[src/rtl/fft_bitrev_reorder_if.sv]
// Sample stream bundle for the FFT output reorder buffer.
// in_sop exists only when FFT_REORDER_SOP_EN is defined.
interface fft_bitrev_reorder_if #(
  parameter int width = 16,
  parameter int log2n = 3
);
  logic             in_valid;
  logic [width-1:0] in_re;
  logic [width-1:0] in_im;
`ifdef FFT_REORDER_SOP_EN
  logic             in_sop;
`endif
  logic             out_valid;
  logic [width-1:0] out_re;
  logic [width-1:0] out_im;
  logic             out_last;
  logic [log2n-1:0] out_idx;

  modport master (
    output in_valid, in_re, in_im,
`ifdef FFT_REORDER_SOP_EN
    in_sop,
`endif
    input  out_valid, out_re, out_im,
    out_last, out_idx
  );

  modport slave (
    input  in_valid, in_re, in_im,
`ifdef FFT_REORDER_SOP_EN
    in_sop,
`endif
    output out_valid, out_re, out_im,
    out_last, out_idx
  );
endinterface

[src/rtl/fft_bitrev_reorder.sv]
// Ping-pong reorder buffer: bit-reversed FFT frames in, natural order out.
// Optional FFT_REORDER_SOP_EN adds in_sop to resynchronise framing.
module fft_bitrev_reorder #(
  parameter int width = 16,
  parameter int log2n = 3
) (
  input logic clk,
  input logic rst,
  fft_bitrev_reorder_if.slave io
);
  localparam int n = 1 << log2n;

  typedef enum logic {IDLE, READ} state_t;

  function automatic logic [log2n-1:0] bitrev(
    input logic [log2n-1:0] a
  );
    logic [log2n-1:0] r;
    for (int k = 0; k < log2n; k++)
      r[log2n-1-k] = a[k];
    return r;
  endfunction

  logic [2*width-1:0] mem [2*n];

  logic [log2n-1:0] wr_cnt;
  logic             wr_bank;
  logic [log2n-1:0] wr_addr;
  logic             wr_done;
  logic             sop;
  logic [1:0]       full;
  logic [1:0]       full_nx;
  logic [1:0]       set_full;
  logic [1:0]       avail;
  logic [1:0]       clr;

  state_t           state, state_nx;
  logic [log2n-1:0] rd_cnt, rd_cnt_nx;
  logic             rd_bank, rd_bank_nx;
  logic             rd_en;

  logic             out_valid;
  logic [width-1:0] out_re;
  logic [width-1:0] out_im;
  logic             out_last;
  logic [log2n-1:0] out_idx;

`ifdef FFT_REORDER_SOP_EN
  assign sop = io.in_valid & io.in_sop;
`else
  assign sop = 1'b0;
`endif

  assign wr_addr  = sop ? '0 : bitrev(wr_cnt);
  assign wr_done  = io.in_valid && !sop
                 && (wr_cnt == '1);
  assign set_full = wr_done ? (2'b01 << wr_bank)
                            : 2'b00;
  // A bank completing this cycle may be chained onto directly.
  assign avail    = full | set_full;

  always_ff @(posedge clk) begin
    if (io.in_valid)
      mem[{wr_bank, wr_addr}] <= {io.in_re, io.in_im};
  end

  always_ff @(posedge clk) begin
    if (rst) begin
      wr_cnt  <= '0;
      wr_bank <= 1'b0;
    end else if (io.in_valid) begin
      if (sop)
        wr_cnt <= log2n'(1);
      else
        wr_cnt <= wr_cnt + 1'b1;
      if (wr_done)
        wr_bank <= ~wr_bank;
    end
  end

  always_comb begin
    state_nx   = state;
    rd_cnt_nx  = rd_cnt;
    rd_bank_nx = rd_bank;
    clr        = 2'b00;
    rd_en      = 1'b0;
    case (state)
      IDLE: begin
        if (|full) begin
          state_nx   = READ;
          rd_bank_nx = ~full[0];
          rd_cnt_nx  = '0;
          clr        = 2'b01 << rd_bank_nx;
        end
      end
      READ: begin
        rd_en     = 1'b1;
        rd_cnt_nx = rd_cnt + 1'b1;
        if (rd_cnt == '1) begin
          if (avail[~rd_bank]) begin
            rd_bank_nx = ~rd_bank;
            clr        = 2'b01 << rd_bank_nx;
          end else begin
            state_nx = IDLE;
          end
        end
      end
      default: state_nx = IDLE;
    endcase
    full_nx = avail & ~clr;
  end

  always_ff @(posedge clk) begin
    if (rst) begin
      state     <= IDLE;
      rd_cnt    <= '0;
      rd_bank   <= 1'b0;
      full      <= 2'b00;
      out_valid <= 1'b0;
      out_re    <= '0;
      out_im    <= '0;
      out_last  <= 1'b0;
      out_idx   <= '0;
    end else begin
      state     <= state_nx;
      rd_cnt    <= rd_cnt_nx;
      rd_bank   <= rd_bank_nx;
      full      <= full_nx;
      out_valid <= rd_en;
      out_last  <= rd_en && (rd_cnt == '1);
      if (rd_en) begin
        {out_re, out_im} <= mem[{rd_bank, rd_cnt}];
        out_idx          <= rd_cnt;
      end
    end
  end

  assign io.out_valid = out_valid;
  assign io.out_re    = out_re;
  assign io.out_im    = out_im;
  assign io.out_last  = out_last;
  assign io.out_idx   = out_idx;
endmodule

[src/flat_wrapper.sv]
// flat-port wrapper written by rule: the top's interface ports become plain ports
module fft_bitrev_reorder_flat 
#(
  parameter int width = 16,
  parameter int log2n = 3
)
  (clk, rst, io_in_valid, io_in_re, io_in_im, io_out_valid, io_out_re, io_out_im, io_out_last, io_out_idx);
  fft_bitrev_reorder_if #(.width(width), .log2n(log2n)) io_i ();
  input logic clk;
  input logic rst;
  input wire logic [$bits(io_i.in_valid)-1:0] io_in_valid;
  input wire logic [$bits(io_i.in_re)-1:0] io_in_re;
  input wire logic [$bits(io_i.in_im)-1:0] io_in_im;
  output wire logic [$bits(io_i.out_valid)-1:0] io_out_valid;
  output wire logic [$bits(io_i.out_re)-1:0] io_out_re;
  output wire logic [$bits(io_i.out_im)-1:0] io_out_im;
  output wire logic [$bits(io_i.out_last)-1:0] io_out_last;
  output wire logic [$bits(io_i.out_idx)-1:0] io_out_idx;
  assign io_i.in_valid = io_in_valid;
  assign io_i.in_re = io_in_re;
  assign io_i.in_im = io_in_im;
  assign io_out_valid = io_i.out_valid;
  assign io_out_re = io_i.out_re;
  assign io_out_im = io_i.out_im;
  assign io_out_last = io_i.out_last;
  assign io_out_idx = io_i.out_idx;
  fft_bitrev_reorder #(.width(width), .log2n(log2n)) u_core (.clk(clk), .rst(rst), .io(io_i));
endmodule
[config.mk]
export PLATFORM = sky130hd
export DESIGN_NAME = fft_bitrev_reorder_flat
export DESIGN_NICKNAME = d
export VERILOG_FILES = /design/src/rtl/fft_bitrev_reorder_if.sv /design/src/rtl/fft_bitrev_reorder.sv /design/src/flat_wrapper.sv
export SDC_FILE = /design/constraint.sdc
export NUM_CORES = 1
export LEC_CHECK = 0
export ABC_AREA = 1
export BUFFER_PORTS_ARGS = -buffer_cell sky130_fd_sc_hd__buf_4
export CAP_MARGIN = 0
export CORE_UTILIZATION = 55
export CTS_BUF_LIST = sky130_fd_sc_hd__clkbuf_8 sky130_fd_sc_hd__clkbuf_16
export CTS_CLUSTER_SIZE = 30
export DETAILED_ROUTE_END_ITERATION = 7
export PLACE_DENSITY_LB_ADDON = 0.1
export SETUP_SLACK_MARGIN = 0.05
export SYNTH_ARGS = -nofsm -noshare
export SYNTH_HDL_FRONTEND = slang
export SYNTH_SLANG_ARGS = --single-unit
[constraint.sdc]
create_clock -name clk -period 7.8 [get_ports clk]
set_clock_uncertainty 0.2 [all_clocks]
set_input_delay 1.17 -clock clk [delete_from_list [all_inputs] [get_ports clk]]
set_output_delay 1.17 -clock clk [all_outputs]
set_load 0.005 [all_outputs]
==> results_tabular.tex, run 1 <==
\begin{tabular}{lr}
\hline
Metric & Value \\
\hline
\multicolumn{2}{l}{\textbf{Run status}} \\
\quad Run status & finished, final reports clean \\
\multicolumn{2}{l}{\textbf{Worst hold path}} \\
\quad Hold WC Path Type & reg -> reg \\
\quad Number of instances on the worst hold path & 2 \\
\multicolumn{2}{l}{\textbf{Logic synthesis}} \\
\quad Area of the mapped netlist & 22400 um\^{}2 \\
\quad Number of synthesized flops with an enable pin & slightly above 500 \\
\quad Count of state elements after synthesis & 560 \\
\quad Post-Syn Nets & about 2000 \\
\quad Mean Syn Cell Area & approximately 11 um\^{}2 \\
\quad Share of the synthesized area in the top cell type & approximately 69\% \\
\quad Top flip-flop cell by instance count after synthesis & sky130\_fd\_sc\_hd\_\_edfxtp\_1 \\
\quad Post-Syn Instances & around 2000 \\
\quad Post-synthesis cell type count & 23 \\
\quad Fraction of synthesis flops using an asynchronous set or reset pin & 0\% \\
\quad Leading area contributor after synthesis & sky130\_fd\_sc\_hd\_\_edfxtp\_1 \\
\quad Sequential element share of the synthesized area & 72.9\% \\
\quad Leading cell types by total area after synthesis & sky130\_fd\_sc\_hd\_\_edfxtp\_1 (69\%), sky130\_fd\_sc\_hd\_\_nand2\_1 (9.7\%), sky130\_fd\_sc\_hd\_\_nand3\_1 (7.4\%) \\
\quad Synth Warn \# & 0 \\
\multicolumn{2}{l}{\textbf{Clocking}} \\
\quad Cells resized by post-CTS repair & 0 \\
\quad Hold\_buf cts & 0 \\
\quad TritonCTS Buffers & between 50 and 60 \\
\quad Buffer depth of the longest clock path & 3 \\
\quad Clock root buffer & sky130\_fd\_sc\_hd\_\_clkbuf\_16 \\
\quad Setup fix buffers added after clock tree synthesis & 0 \\
\quad Total clock sinks & 560 \\
\quad Maximum level of the CTS H-tree & 2 \\
\quad TritonCTS clock tree & built \\
\quad Clock latency reported for the late side of the worst-skew pair & around 600 ps \\
\quad Clock input transition at the sequential cells of the worst setup and hold paths & approximately 60 ps \\
\multicolumn{2}{l}{\textbf{STA}} \\
\quad Maximum clock rate & slightly below 300 MHz \\
\quad Final critical path time including I/O delays and setup & between 3000 and 4000 ps \\
\quad Setup-violating endpoint count in the final report & 0 \\
\quad Max-slew violation count & 0 \\
\quad Final Hold Violating Endpoints & 0 \\
\quad Setup repair after global routing missed its margin & false \\
\quad Worst hold margin & 311 ps \\
\quad Portion of the clock cycle consumed by the worst path in the final layout & about 44\% \\
\quad Slew of the pin with the lowest slew margin & $\sim$1300 ps \\
\quad Normalized max-slew margin & 14.6\% \\
\quad TNS Setup & 0 ps \\
\multicolumn{2}{l}{\textbf{Setup path}} \\
\quad Crit path DAT & between 3000 and 4000 ps \\
\quad Slowest stage cell on the critical path & sky130\_fd\_sc\_hd\_\_dfxtp\_4 \\
\quad Series of cell instances along the critical path & clkinv\_2, buf\_4, nand3\_1, nand3\_1, nand2\_1, nand2\_1, nand3\_1, nand2\_1, inv\_1 \\
\quad Critical path startpoint & u\_core.rd\_cnt[1]\$\_SDFFE\_PP0P\_ \\
\quad Sort of element at the end of the critical path & register \\
\quad Critical register-to-register path endpoint & u\_core.io.out\_im[2]\$\_SDFFE\_PP0P\_ \\
\quad Category of the most critical setup path & reg -> reg \\
\quad Delay contributed by the slowest stage of the critical path & around 900 ps \\
\quad R2R setup slack & approximately 4400 ps \\
\quad Kind of start point of the critical path & register \\
\quad Endpoint of the worst setup timing path & u\_core.io.out\_im[2]\$\_SDFFE\_PP0P\_ \\
\quad Critical path peak fanout & 65 \\
\quad Critical path data required time & 8140 ps \\
\quad Number of cell instances on the worst register-to-register path & 9 \\
\quad Critical R2R Launch & u\_core.rd\_cnt[1]\$\_SDFFE\_PP0P\_ \\
\multicolumn{2}{l}{\textbf{GRT}} \\
\quad Largest net degree at the start of global routing & 201 \\
\quad First-pass GRT wire length & 84.5 mm \\
\quad Global router's overall resource usage & a little over a quarter \\
\quad Antenna violations before repair & 0 \\
\quad Via count of the first global-routing pass & approximately 14000 \\
\quad Global route total overflow & 0 \\
\multicolumn{2}{l}{\textbf{Cells and area}} \\
\quad Commonest non-fill, non-tap cell in the layout & sky130\_fd\_sc\_hd\_\_nand2\_1 \\
\quad Synthesis-to-finish area growth & 11.5\% \\
\quad Number of nets in the final layout & slightly above 2000 \\
\quad Share of final-layout standard cells stronger than drive strength 1 & about 9.0\% \\
\quad Filler-free cell count of the finished design & $\sim$2600 \\
\quad Number of antenna cells inserted & 0 \\
\quad Fin util & 62.6\% \\
\quad Most frequent cells in the layout & sky130\_fd\_sc\_hd\_\_nand2\_1 (581), sky130\_fd\_sc\_hd\_\_edfxtp\_1 (512), sky130\_fd\_sc\_hd\_\_nand3\_1 (333) \\
\multicolumn{2}{l}{\textbf{Floorplanning}} \\
\quad Starting Density & between 50\% and 60\% \\
\quad Die Width & just over 200 um \\
\quad Die outline height & 204 um \\
\quad Floorplan core area & $\sim$40000 um\^{}2 \\
\quad Die footprint & around 42000 um\^{}2 \\
\quad I/O pin total & 72 \\
\quad Num rows & 73 \\
\multicolumn{2}{l}{\textbf{Placement}} \\
\quad Routability cong. & $\sim$0.79 \\
\quad Post-detailed-placement half-perimeter wirelength & approximately 27 mm \\
\quad Number of placed instances, taps included & roughly 2500 \\
\quad Port bufs & 71 \\
\multicolumn{2}{l}{\textbf{Power and ir drop}} \\
\quad IR Drop Worst-Case VDD & between 0.0002 and 0.00025 V \\
\quad Leak Pwr & between 9 and 10 nW \\
\quad Power per cell area & $\sim$240 nW/um\^{}2 \\
\multicolumn{2}{l}{\textbf{Drt}} \\
\quad Routed Wire Length & roughly 55 mm \\
\quad Drt via density & $\sim$5.7 \\
\quad Detailed router's first-iteration violation count & between 1000 and 1500 \\
\quad First-pass iteration count of the detailed router & 5 \\
\quad Total vias in the final route & $\sim$15000 \\
\quad Antenna-violating nets left & 0 \\
\quad Final routed wire length divided by cell count & roughly 22 um \\
\quad Post-route DRC & 0 \\
\multicolumn{2}{l}{\textbf{Job}} \\
\quad Maxcap violations & 0 \\
\hline
\end{tabular}
==> critical path, delay by kind of cell (launching register included) <==
family	cells	cell delay, ps
buffers and inverters	3	1520
DFF	1	900
and+or+nand+nor	6	710
==> state kept, by name, summed over array words and instances (netlist names) <==
register,cells
u_core.io.out_last,1
u_core.io.out_im,16
u_core.state,1
u_core.rd_cnt,3
u_core.wr_cnt,3
u_core.full,2
u_core.mem,512
u_core.io.out_valid,1
u_core.rd_bank,1
u_core.io.out_re,16
u_core.io.out_idx,3
u_core.wr_bank,1
==> metal layers <==
layer / vias up / global-route usage, % / routed length [um]
li1: 6823 / - / -
met1: 7184 / 37.8 / 23600
met5: - / 0 / 0
met3: 97 / 3.35 / 3300
met4: 0 / 9.32 / 1390
met2: 503 / 44.9 / 27100
==> power breakdown <==
group | switching [W] | internal, W | leakage [nW] | total [W]
combinational | 0.000117 | 0.0000365 | 3.33 | 0.000154
clock | 0.00107 | 0.00137 | 0.889 | 0.00244
sequential | 0.00000964 | 0.00331 | 5.02 | 0.00332
==> metrics by stage <==
step / cell area [um^2] / setup WS, ps / total power, W
final: 25000 / 4390 / 0.00592
after global routing: 25000 / 4190 / 0.00608
after CTS: 25000 / 4400 / 0.00595
after detailed placement: 23300 / 4360 / 0.00354
after global placement: 23300 / 4380 / 0.00353
after floorplan: 22400 / 4350 / 0.00345
==> area by class of cell <==
type | instances | area (um^2)
Clock buffer | 60 | 1470
Clock inverter | 41 | 193
Sequential cell | 560 | 16300
Tap cell | 525 | 657
Fill cell | 3134 | 14900
Multi-Input combinational cell | 1218 | 5330
Inverter | 69 | 265
Timing Repair Buffer | 92 | 716
==> how the worst min path moves through the flow <==
stage,start,to,slack [ps]
6_report,u_core.io.out_idx[0]$_SDFFE_PP0P_,u_core.io.out_idx[0]$_SDFFE_PP0P_,310
5_1_grt,u_core.io.out_idx[0]$_SDFFE_PP0P_,u_core.io.out_idx[0]$_SDFFE_PP0P_,340
4_1_cts,u_core.io.out_idx[0]$_SDFFE_PP0P_,u_core.io.out_idx[0]$_SDFFE_PP0P_,310
3_5_place_dp,u_core.io.out_idx[0]$_SDFFE_PP0P_,u_core.io.out_idx[0]$_SDFFE_PP0P_,290
3_3_place_gp,u_core.io.out_idx[0]$_SDFFE_PP0P_,u_core.io.out_idx[0]$_SDFFE_PP0P_,300
2_1_floorplan,u_core.wr_cnt[0]$_SDFFE_PP0P_,u_core.wr_cnt[0]$_SDFFE_PP0P_,290
==> synth_stat cells, types with 4 or more instances <==
library cell	instances
sky130_fd_sc_hd__a21oi_1	6
sky130_fd_sc_hd__buf_1	17
sky130_fd_sc_hd__buf_2	47
sky130_fd_sc_hd__buf_4	5
sky130_fd_sc_hd__buf_6	11
sky130_fd_sc_hd__clkbuf_1	34
sky130_fd_sc_hd__dfxtp_1	48
sky130_fd_sc_hd__edfxtp_1	512
sky130_fd_sc_hd__ha_1	4
sky130_fd_sc_hd__inv_1	65
sky130_fd_sc_hd__nand2_1	581
sky130_fd_sc_hd__nand3_1	333
sky130_fd_sc_hd__nor2_1	209
sky130_fd_sc_hd__o211ai_1	22
sky130_fd_sc_hd__o21ai_0	50
sky130_fd_sc_hd__o21ai_1	8
==> cell families (layout without fill, tap and decap cells) <==
family          count (synthesis)  in the layout  synth area share [%]
fa+ha+maj                       4              4                 0.223
simple gates                 1125           1125                  20.7
buf+inv                       184            262                  3.85
flops                         560            560                  72.9
compound gates                 89             89                  2.27
Note: power is estimated with default switching activity, not from simulation.
==> run 2, diff against run 1 <==
==> constraint.sdc (replaced) <==
create_clock -name clk -period 3.5 [get_ports clk]
set_clock_uncertainty 0.2 [all_clocks]
set_input_delay 0.525 -clock clk [delete_from_list [all_inputs] [get_ports clk]]
set_output_delay 0.525 -clock clk [all_outputs]
set_load 0.005 [all_outputs]
==> results_tabular.tex, run 2 (synthesis gave the netlist of run 1 again) <==
\begin{tabular}{lr}
\hline
Metric & Value \\
\hline
\multicolumn{2}{l}{\textbf{Run status}} \\
\quad Run status & finished, final reports clean \\
\multicolumn{2}{l}{\textbf{Setup path}} \\
\quad Kind of start point of the critical path & register \\
\quad Delay contributed by the slowest stage of the critical path & 700 ps (-200 ps) \\
\quad CP Buf/Inv Count & 1 (-2) \\
\quad Category of the most critical setup path & reg -> reg \\
\quad Slowest stage cell on the critical path & sky130\_fd\_sc\_hd\_\_nor2\_4 \\
\quad Critical path peak fanout & 18 (-72\%) \\
\quad Series of cell instances along the critical path & nand3\_1, nor2\_4, buf\_4 \\
\quad Crit path DAT & 2530 ps (-1220 ps) \\
\quad Sort of element at the end of the critical path & register \\
\quad Critical path data required time & 3590 ps (-4550 ps) \\
\quad Family with the most delay on the worst path & simple AND/OR/NAND/NOR gates \\
\multicolumn{2}{l}{\textbf{STA}} \\
\quad Max-slew violation count & 0 (unchanged) \\
\quad Normalized max-slew margin & 38.5\% (+24 points) \\
\quad Setup repair after global routing missed its margin & false \\
\quad Portion of the clock cycle consumed by the worst path in the final layout & 69.7\% (+26 points) \\
\quad TNS Setup & 0 ps (unchanged) \\
\quad Worst hold margin & 33.4 ps (-277 ps) \\
\quad Maximum clock rate & 410 MHz (+40\%) \\
\quad Slew of the pin with the lowest slew margin & 917 ps (-361 ps) \\
\quad Setup-violating endpoint count in the final report & 0 (unchanged) \\
\quad Final Hold Violating Endpoints & 0 (unchanged) \\
\quad Final critical path time including I/O delays and setup & 2440 ps (-967 ps) \\
\multicolumn{2}{l}{\textbf{Clocking}} \\
\quad Total clock sinks & 560 (unchanged) \\
\quad Hold\_buf cts & 0 (unchanged) \\
\quad Clock input transition at the sequential cells of the worst setup and hold paths & 60 ps (about the same) \\
\quad Maximum level of the CTS H-tree & 2 (unchanged) \\
\quad Clock latency reported for the late side of the worst-skew pair & 610 ps (about the same) \\
\quad Buffer depth of the longest clock path & 3 (unchanged) \\
\quad Setup fix buffers added after clock tree synthesis & 0 (unchanged) \\
\quad Clock root buffer & sky130\_fd\_sc\_hd\_\_clkbuf\_16 \\
\quad TritonCTS Buffers & 55 (unchanged) \\
\quad TritonCTS clock tree & built \\
\quad Cells resized by post-CTS repair & 0 (unchanged) \\
\multicolumn{2}{l}{\textbf{Worst hold path}} \\
\quad Hold WC Path Type & in -> reg \\
\multicolumn{2}{l}{\textbf{Drt}} \\
\quad Max Used Layer & met4 \\
\quad Detailed router's first-iteration violation count & 1260 (+3.3\%) \\
\quad Post-route DRC & 0 (unchanged) \\
\quad Final routed wire length divided by cell count & 21.4 um (-1.1\%) \\
\quad Amount of wire on met3 after detailed routing & 3.26 mm (-1.2\%) \\
\quad Met1 WL & 23.1 mm (-2.5\%) \\
\quad Wire length on met2 & 27.2 mm (+0.41\%) \\
\quad Total vias in the final route & 14500 (-0.74\%) \\
\quad Drt via density & 5.61 (-1.5\%) \\
\quad Routed Wire Length & 55.2 mm (-0.33\%) \\
\quad First-pass iteration count of the detailed router & 5 (unchanged) \\
\quad Antenna-violating nets left & 0 (unchanged) \\
\multicolumn{2}{l}{\textbf{GRT}} \\
\quad Via count of the first global-routing pass & 14100 (-0.58\%) \\
\quad Global route total overflow & 0 (unchanged) \\
\quad Antenna violations before repair & 0 (unchanged) \\
\quad First-pass GRT wire length & 83.9 mm (-0.79\%) \\
\quad Global router's overall resource usage & 27.1\% (-0.19 points) \\
\quad Largest net degree at the start of global routing & 140 (-30\%) \\
\multicolumn{2}{l}{\textbf{Floorplanning}} \\
\quad Starting Density & 56.1\% (unchanged) \\
\quad Die outline height & 204 um (unchanged) \\
\quad Floorplan core area & 39900 um\^{}2 (unchanged) \\
\quad Num rows & 73 (unchanged) \\
\quad I/O pin total & 72 (unchanged) \\
\quad Die Width & 204 um (unchanged) \\
\quad Die footprint & 41500 um\^{}2 (unchanged) \\
\multicolumn{2}{l}{\textbf{Cells and area}} \\
\quad Multi-input logic area & 5330 um\^{}2 (unchanged) \\
\quad Filler instances & 3068 (-2.1\%) \\
\quad Commonest non-fill, non-tap cell in the layout & sky130\_fd\_sc\_hd\_\_nand2\_1 \\
\quad Share of final-layout standard cells stronger than drive strength 1 & 10.0\% (+0.98 points) \\
\quad Area of all sequential standard cells & 16300 um\^{}2 (unchanged) \\
\quad Most frequent cells in the layout & sky130\_fd\_sc\_hd\_\_nand2\_1 (581), sky130\_fd\_sc\_hd\_\_edfxtp\_1 (512), sky130\_fd\_sc\_hd\_\_nand3\_1 (333) \\
\quad Largest register FFs & 512 (unchanged) \\
\quad Synthesis-to-finish area growth & 12.8\% \\
\quad Number of nets in the final layout & 2055 (+0.98\%) \\
\quad Register with the most flip-flops & u\_core.mem \\
\quad Regs by FF count & u\_core.mem x512, u\_core.io.out\_im x16, u\_core.io.out\_re x16 \\
\quad Number of antenna cells inserted & 0 (unchanged) \\
\multicolumn{2}{l}{\textbf{Placement}} \\
\quad Post-detailed-placement half-perimeter wirelength & 31.8 mm (+16\%) \\
\quad Port bufs & 71 (unchanged) \\
\quad Routability cong. & 0.827 (+5.3\%) \\
\multicolumn{2}{l}{\textbf{Power and ir drop}} \\
\quad Power per cell area & 522 nW/um\^{}2 (+120\%) \\
\quad Leak Pwr & 9.40 nW (+1.8\%) \\
\quad IR Drop Worst-Case VDD & 0.000530 V (+140\%) \\
\multicolumn{2}{l}{\textbf{Job}} \\
\quad Maxcap violations & 0 (unchanged) \\
\hline
\end{tabular}
==> run 2: power by group <==
part           internal [W]  switching [W]  total (W)
clock network       0.00304        0.00241    0.00544
registers           0.00738      0.0000216    0.00740
logic             0.0000860       0.000263   0.000349
==> run 2: worst paths after layout <==
path	start	to	slack [ps]	depth (start not counted)
worst max-delay path	u_core.wr_bank$_SDFFE_PP0P_	u_core.mem[12][14]$_DFFE_PP_	1060	3
worst min-delay path	io_in_valid	u_core.wr_cnt[0]$_SDFFE_PP0P_	30	3
worst max register to register	u_core.wr_bank$_SDFFE_PP0P_	u_core.mem[12][14]$_DFFE_PP_	1060	3
worst min register to register	u_core.io.out_idx[0]$_SDFFE_PP0P_	u_core.io.out_idx[0]$_SDFFE_PP0P_	310	2
==> run 2: per-layer routing <==
metal | vias up | track usage (%)
met3 | 103 | 3.32
met1 | 7035 | 36.2
li1 | 6858 | -
met4 | 0 | 10.5
met5 | - | 0
met2 | 503 | 45.6
==> run 2: layout make-up <==
| class | count | share of cell area (%) |
|---|---|---|
| clock buffers | 63 | 5.97 |
| clock inverters | 38 | 0.599 |
| inverters | 69 | 1.05 |
| multi-input cells | 1218 | 21.1 |
| flip-flops and latches | 560 | 64.7 |
| well taps | 525 | 2.60 |
| repair buffers | 112 | 4.02 |
==> run 2: metrics by stage <==
stage,utilization (%),area (um^2),setup WS (ps),power [W],cells
after floorplan,-,22400,697,0.00768,1962
after global placement,59.2,23600,1000,0.00788,2484
after detailed placement,59.2,23600,926,0.00789,2484
after CTS,63.3,25300,1070,0.0133,2585
after global routing,63.3,25300,942,0.0135,2585
final,63.3,25300,1060,0.0132,2585
==> run 2: worst register-to-register path, delay by kind of cell (launching register included) <==
| kind | cells | cell delay, ps |
|---|---|---|
| flip-flops | 1 | 470 |
| AND/OR/NAND/NOR | 2 | 1070 |
| buffers and inverters | 1 | 370 |
==> run 3, diff against run 2 <==
==> constraint.sdc (replaced) <==
create_clock -name clk -period 2.25 [get_ports clk]
set_clock_uncertainty 0.2 [all_clocks]
set_input_delay 0.3375 -clock clk [delete_from_list [all_inputs] [get_ports clk]]
set_output_delay 0.3375 -clock clk [all_outputs]
set_load 0.005 [all_outputs]
==> results_tabular.tex, run 3 (synthesis gave the netlist of run 1 again) <==
\begin{tabular}{lr}
\hline
Metric & Value \\
\hline
\multicolumn{2}{l}{\textbf{STA}} \\
\quad Maximum clock rate & roughly 510 MHz \\
\quad Final Hold Violating Endpoints & 0 (unchanged) \\
\quad Max-slew violation count & 0 (unchanged) \\
\quad Slew of the pin with the lowest slew margin & 938 ps (+20.8 ps) \\
\quad Setup repair after global routing missed its margin & false \\
\quad Final critical path time including I/O delays and setup & just under 2000 ps \\
\quad Portion of the clock cycle consumed by the worst path in the final layout & 86.8\% \\
\quad Setup-violating endpoint count in the final report & 0 (unchanged) \\
\quad Normalized max-slew margin & 37.2\% (-1.3 points) \\
\multicolumn{2}{l}{\textbf{Floorplanning}} \\
\quad Floorplan core area & 39900 um\^{}2 (unchanged) \\
\quad Num rows & 73 (unchanged) \\
\quad Die footprint & 41500 um\^{}2 (unchanged) \\
\quad Die outline height & 204 um (unchanged) \\
\quad Die Width & 204 um (unchanged) \\
\quad I/O pin total & 72 (unchanged) \\
\quad Starting Density & 56.1\% (unchanged) \\
\multicolumn{2}{l}{\textbf{Power and ir drop}} \\
\quad IR Drop Worst-Case VDD & 0.000737 V (+39\%) \\
\quad Clock power share & 44.0\% (+2.7 points) \\
\quad Net switching power figure & 0.00428 W (+59\%) \\
\quad Fraction of power consumed by sequential logic & 53.2\% (-2.9 points) \\
\quad Leak Pwr & 9.79 nW (+4.1\%) \\
\quad Power per cell area & 827 nW/um\^{}2 (+58\%) \\
\quad Overall power & 0.0216 W (+64\%) \\
\quad Share of total power in combinational logic & 2.8\% (+0.2 points) \\
\quad Switching share of power & 19.8\% (-0.60 points) \\
\quad Internal portion of total power & 0.0174 W (+65\%) \\
\multicolumn{2}{l}{\textbf{Cells and area}} \\
\quad Register with the most flip-flops & u\_core.mem \\
\quad Share of final-layout standard cells stronger than drive strength 1 & 11.2\% (+1.2 points) \\
\quad Number of antenna cells inserted & 0 (unchanged) \\
\quad Most frequent cells in the layout & sky130\_fd\_sc\_hd\_\_nand2\_1 (581), sky130\_fd\_sc\_hd\_\_edfxtp\_1 (512), sky130\_fd\_sc\_hd\_\_nand3\_1 (333) \\
\quad Fin util & 65.5\% (+2.2 points) \\
\quad Post-route cell area & 26200 um\^{}2 (+3.5\%) \\
\quad Filler instances & 3008 (-2.0\%) \\
\quad Number of nets in the final layout & 2112 (+2.8\%) \\
\quad Synthesis-to-finish area growth & 16.7\% \\
\quad Largest register FFs & 512 (unchanged) \\
\quad Commonest non-fill, non-tap cell in the layout & sky130\_fd\_sc\_hd\_\_nand2\_1 \\
\quad Regs by FF count & u\_core.mem x512, u\_core.io.out\_im x16, u\_core.io.out\_re x16 \\
\quad Filler-free cell count of the finished design & 2645 (+2.3\%) \\
\multicolumn{2}{l}{\textbf{Drt}} \\
\quad Total vias in the final route & 14900 (+2.8\%) \\
\quad Detailed router's first-iteration violation count & 1376 (+9.2\%) \\
\quad Antenna-violating nets left & 0 (unchanged) \\
\quad First-pass iteration count of the detailed router & 5 (unchanged) \\
\quad Final routed wire length divided by cell count & 20.9 um (-2.1\%) \\
\quad Drt via density & 5.64 (+0.50\%) \\
\quad Post-route DRC & 0 (unchanged) \\
\quad Routed Wire Length & 55.3 mm (+0.20\%) \\
\multicolumn{2}{l}{\textbf{GRT}} \\
\quad Antenna violations before repair & 1 (+1) \\
\quad First-pass GRT wire length & 83.8 mm (about the same) \\
\quad Via count of the first global-routing pass & 14200 (+0.84\%) \\
\quad Met3 Resource Use GR & 3.67\% (+0.35 points) \\
\quad Global router's overall resource usage & 27.1\% (-0.048 points) \\
\quad Met2 demand-to-capacity share in global routing & 44.2\% (-1.4 points) \\
\quad Largest net degree at the start of global routing & 94 (-33\%) \\
\quad Global route total overflow & 0 (unchanged) \\
\quad GR peak layer & met2 \\
\quad Global-route track usage on met1 & 37.9\% (+1.7 points) \\
\multicolumn{2}{l}{\textbf{Clocking}} \\
\quad Total clock sinks & 560 (unchanged) \\
\quad Buffer depth of the longest clock path & 3 (unchanged) \\
\quad Maximum level of the CTS H-tree & 2 (unchanged) \\
\quad Clock input transition at the sequential cells of the worst setup and hold paths & 60 ps (about the same) \\
\quad TritonCTS clock tree & built \\
\quad TritonCTS Buffers & 57 (+3.6\%) \\
\quad Cells resized by post-CTS repair & 0 (unchanged) \\
\quad Clock root buffer & sky130\_fd\_sc\_hd\_\_clkbuf\_16 \\
\quad Clock latency reported for the late side of the worst-skew pair & 610 ps (about the same) \\
\multicolumn{2}{l}{\textbf{Setup path}} \\
\quad Category of the most critical setup path & in -> reg \\
\quad Most prevalent standard cell on the critical path & sky130\_fd\_sc\_hd\_\_buf\_4 \\
\quad Kind of start point of the critical path & input pin \\
\quad Crit path DAT & 2010 ps (-520 ps) \\
\quad Critical R2R Launch & u\_core.wr\_cnt[0]\$\_SDFFE\_PP0P\_ \\
\quad Critical path peak fanout & 19 (+1) \\
\quad Slowest stage cell on the critical path & sky130\_fd\_sc\_hd\_\_dlygate4sd3\_1 \\
\quad Critical path data required time & 2310 ps (-1280 ps) \\
\quad Critical path startpoint & io\_in\_valid \\
\quad Series of cell instances along the critical path & dlygate4sd3\_1, buf\_4, nand3\_1, nor2\_4, buf\_4 \\
\quad Sort of element at the end of the critical path & register \\
\quad Delay contributed by the slowest stage of the critical path & 560 ps (-140 ps) \\
\multicolumn{2}{l}{\textbf{Worst hold path}} \\
\quad Hold WC Path Type & reg -> reg \\
\quad Launch point of the worst hold path & u\_core.io.out\_idx[0]\$\_SDFFE\_PP0P\_ \\
\multicolumn{2}{l}{\textbf{Placement}} \\
\quad Post-detailed-placement half-perimeter wirelength & 31.1 mm (-1.9\%) \\
\quad Number of placed instances, taps included & 2504 (+0.81\%) \\
\quad Routability cong. & 0.811 (-1.9\%) \\
\quad Port bufs & 71 (unchanged) \\
\quad Post-DP Area & 23900 um\^{}2 (+1.2\%) \\
\multicolumn{2}{l}{\textbf{Job}} \\
\quad Maxcap violations & 0 (unchanged) \\
\multicolumn{2}{l}{\textbf{Run status}} \\
\quad Run status & finished, final reports clean \\
\hline
\end{tabular}
## run 3: worst max-delay path, delay by kind of cell
kind | cells | cell delay [ps]
buffers and inverters | 3 | 1100
and+or+nand+nor | 2 | 570
## run 3: final cells by class
| type | count | area [um^2] | share of cell area, % |
|---|---|---|---|
| multi-input combinational | 1218 | 5330 | 20.4 |
| clock buffer | 61 | 1500 | 5.75 |
| timing repair buffer | 167 | 1650 | 6.32 |
| tap | 525 | 657 | 2.51 |
| clock inverter | 45 | 399 | 1.53 |
| sequential | 560 | 16300 | 62.5 |
| inverter | 69 | 265 | 1.01 |
## run 3: power groups by stage
stage	clock network, W	registers, W	logic, W
2_1_floorplan	0	0.0117	0.000216
3_3_place_gp	0	0.0117	0.000541
3_5_place_dp	0	0.0117	0.000551
4_1_cts	0.00968	0.0115	0.000602
5_1_grt	0.0100	0.0115	0.000659
6_report	0.00953	0.0115	0.000602
## run 3: repair_timing
item / 4_1_cts / 5_1_grt
endpoints found under the hold margin: 519 / 0
setup endpoints to repair: 0 / 0
hold buffers: 35 / 0
buffers inserted: 0 / 0
## run 3: final timing paths
path,endpoint,slack [ps],cells past startpoint
worst max-delay path,u_core.mem[8][7]$_DFFE_PP_,300,5
worst min-delay path,u_core.io.out_idx[0]$_SDFFE_PP0P_,310,2
worst max register to register,u_core.mem[8][7]$_DFFE_PP_,310,4
worst min register to register,u_core.io.out_idx[0]$_SDFFE_PP0P_,310,2
## run 3: through the flow
step	worst slack (ps)	setup TNS (ps)	hold WS [ps]
5_1_grt	222	0	332
2_1_floorplan	-365	-186850	236
4_1_cts	332	0	317
3_3_place_gp	308	0	291
6_report	296	0	307
3_5_place_dp	288	0	302
## run 3: layer usage
layer | part of all wire [%] | vias to the layer above
li1 | - | 6976
met1 | 43 | 7296
met2 | 48 | 539
met3 | 6.9 | 96
met4 | 2.2 | 2
met5 | 0.023 | -
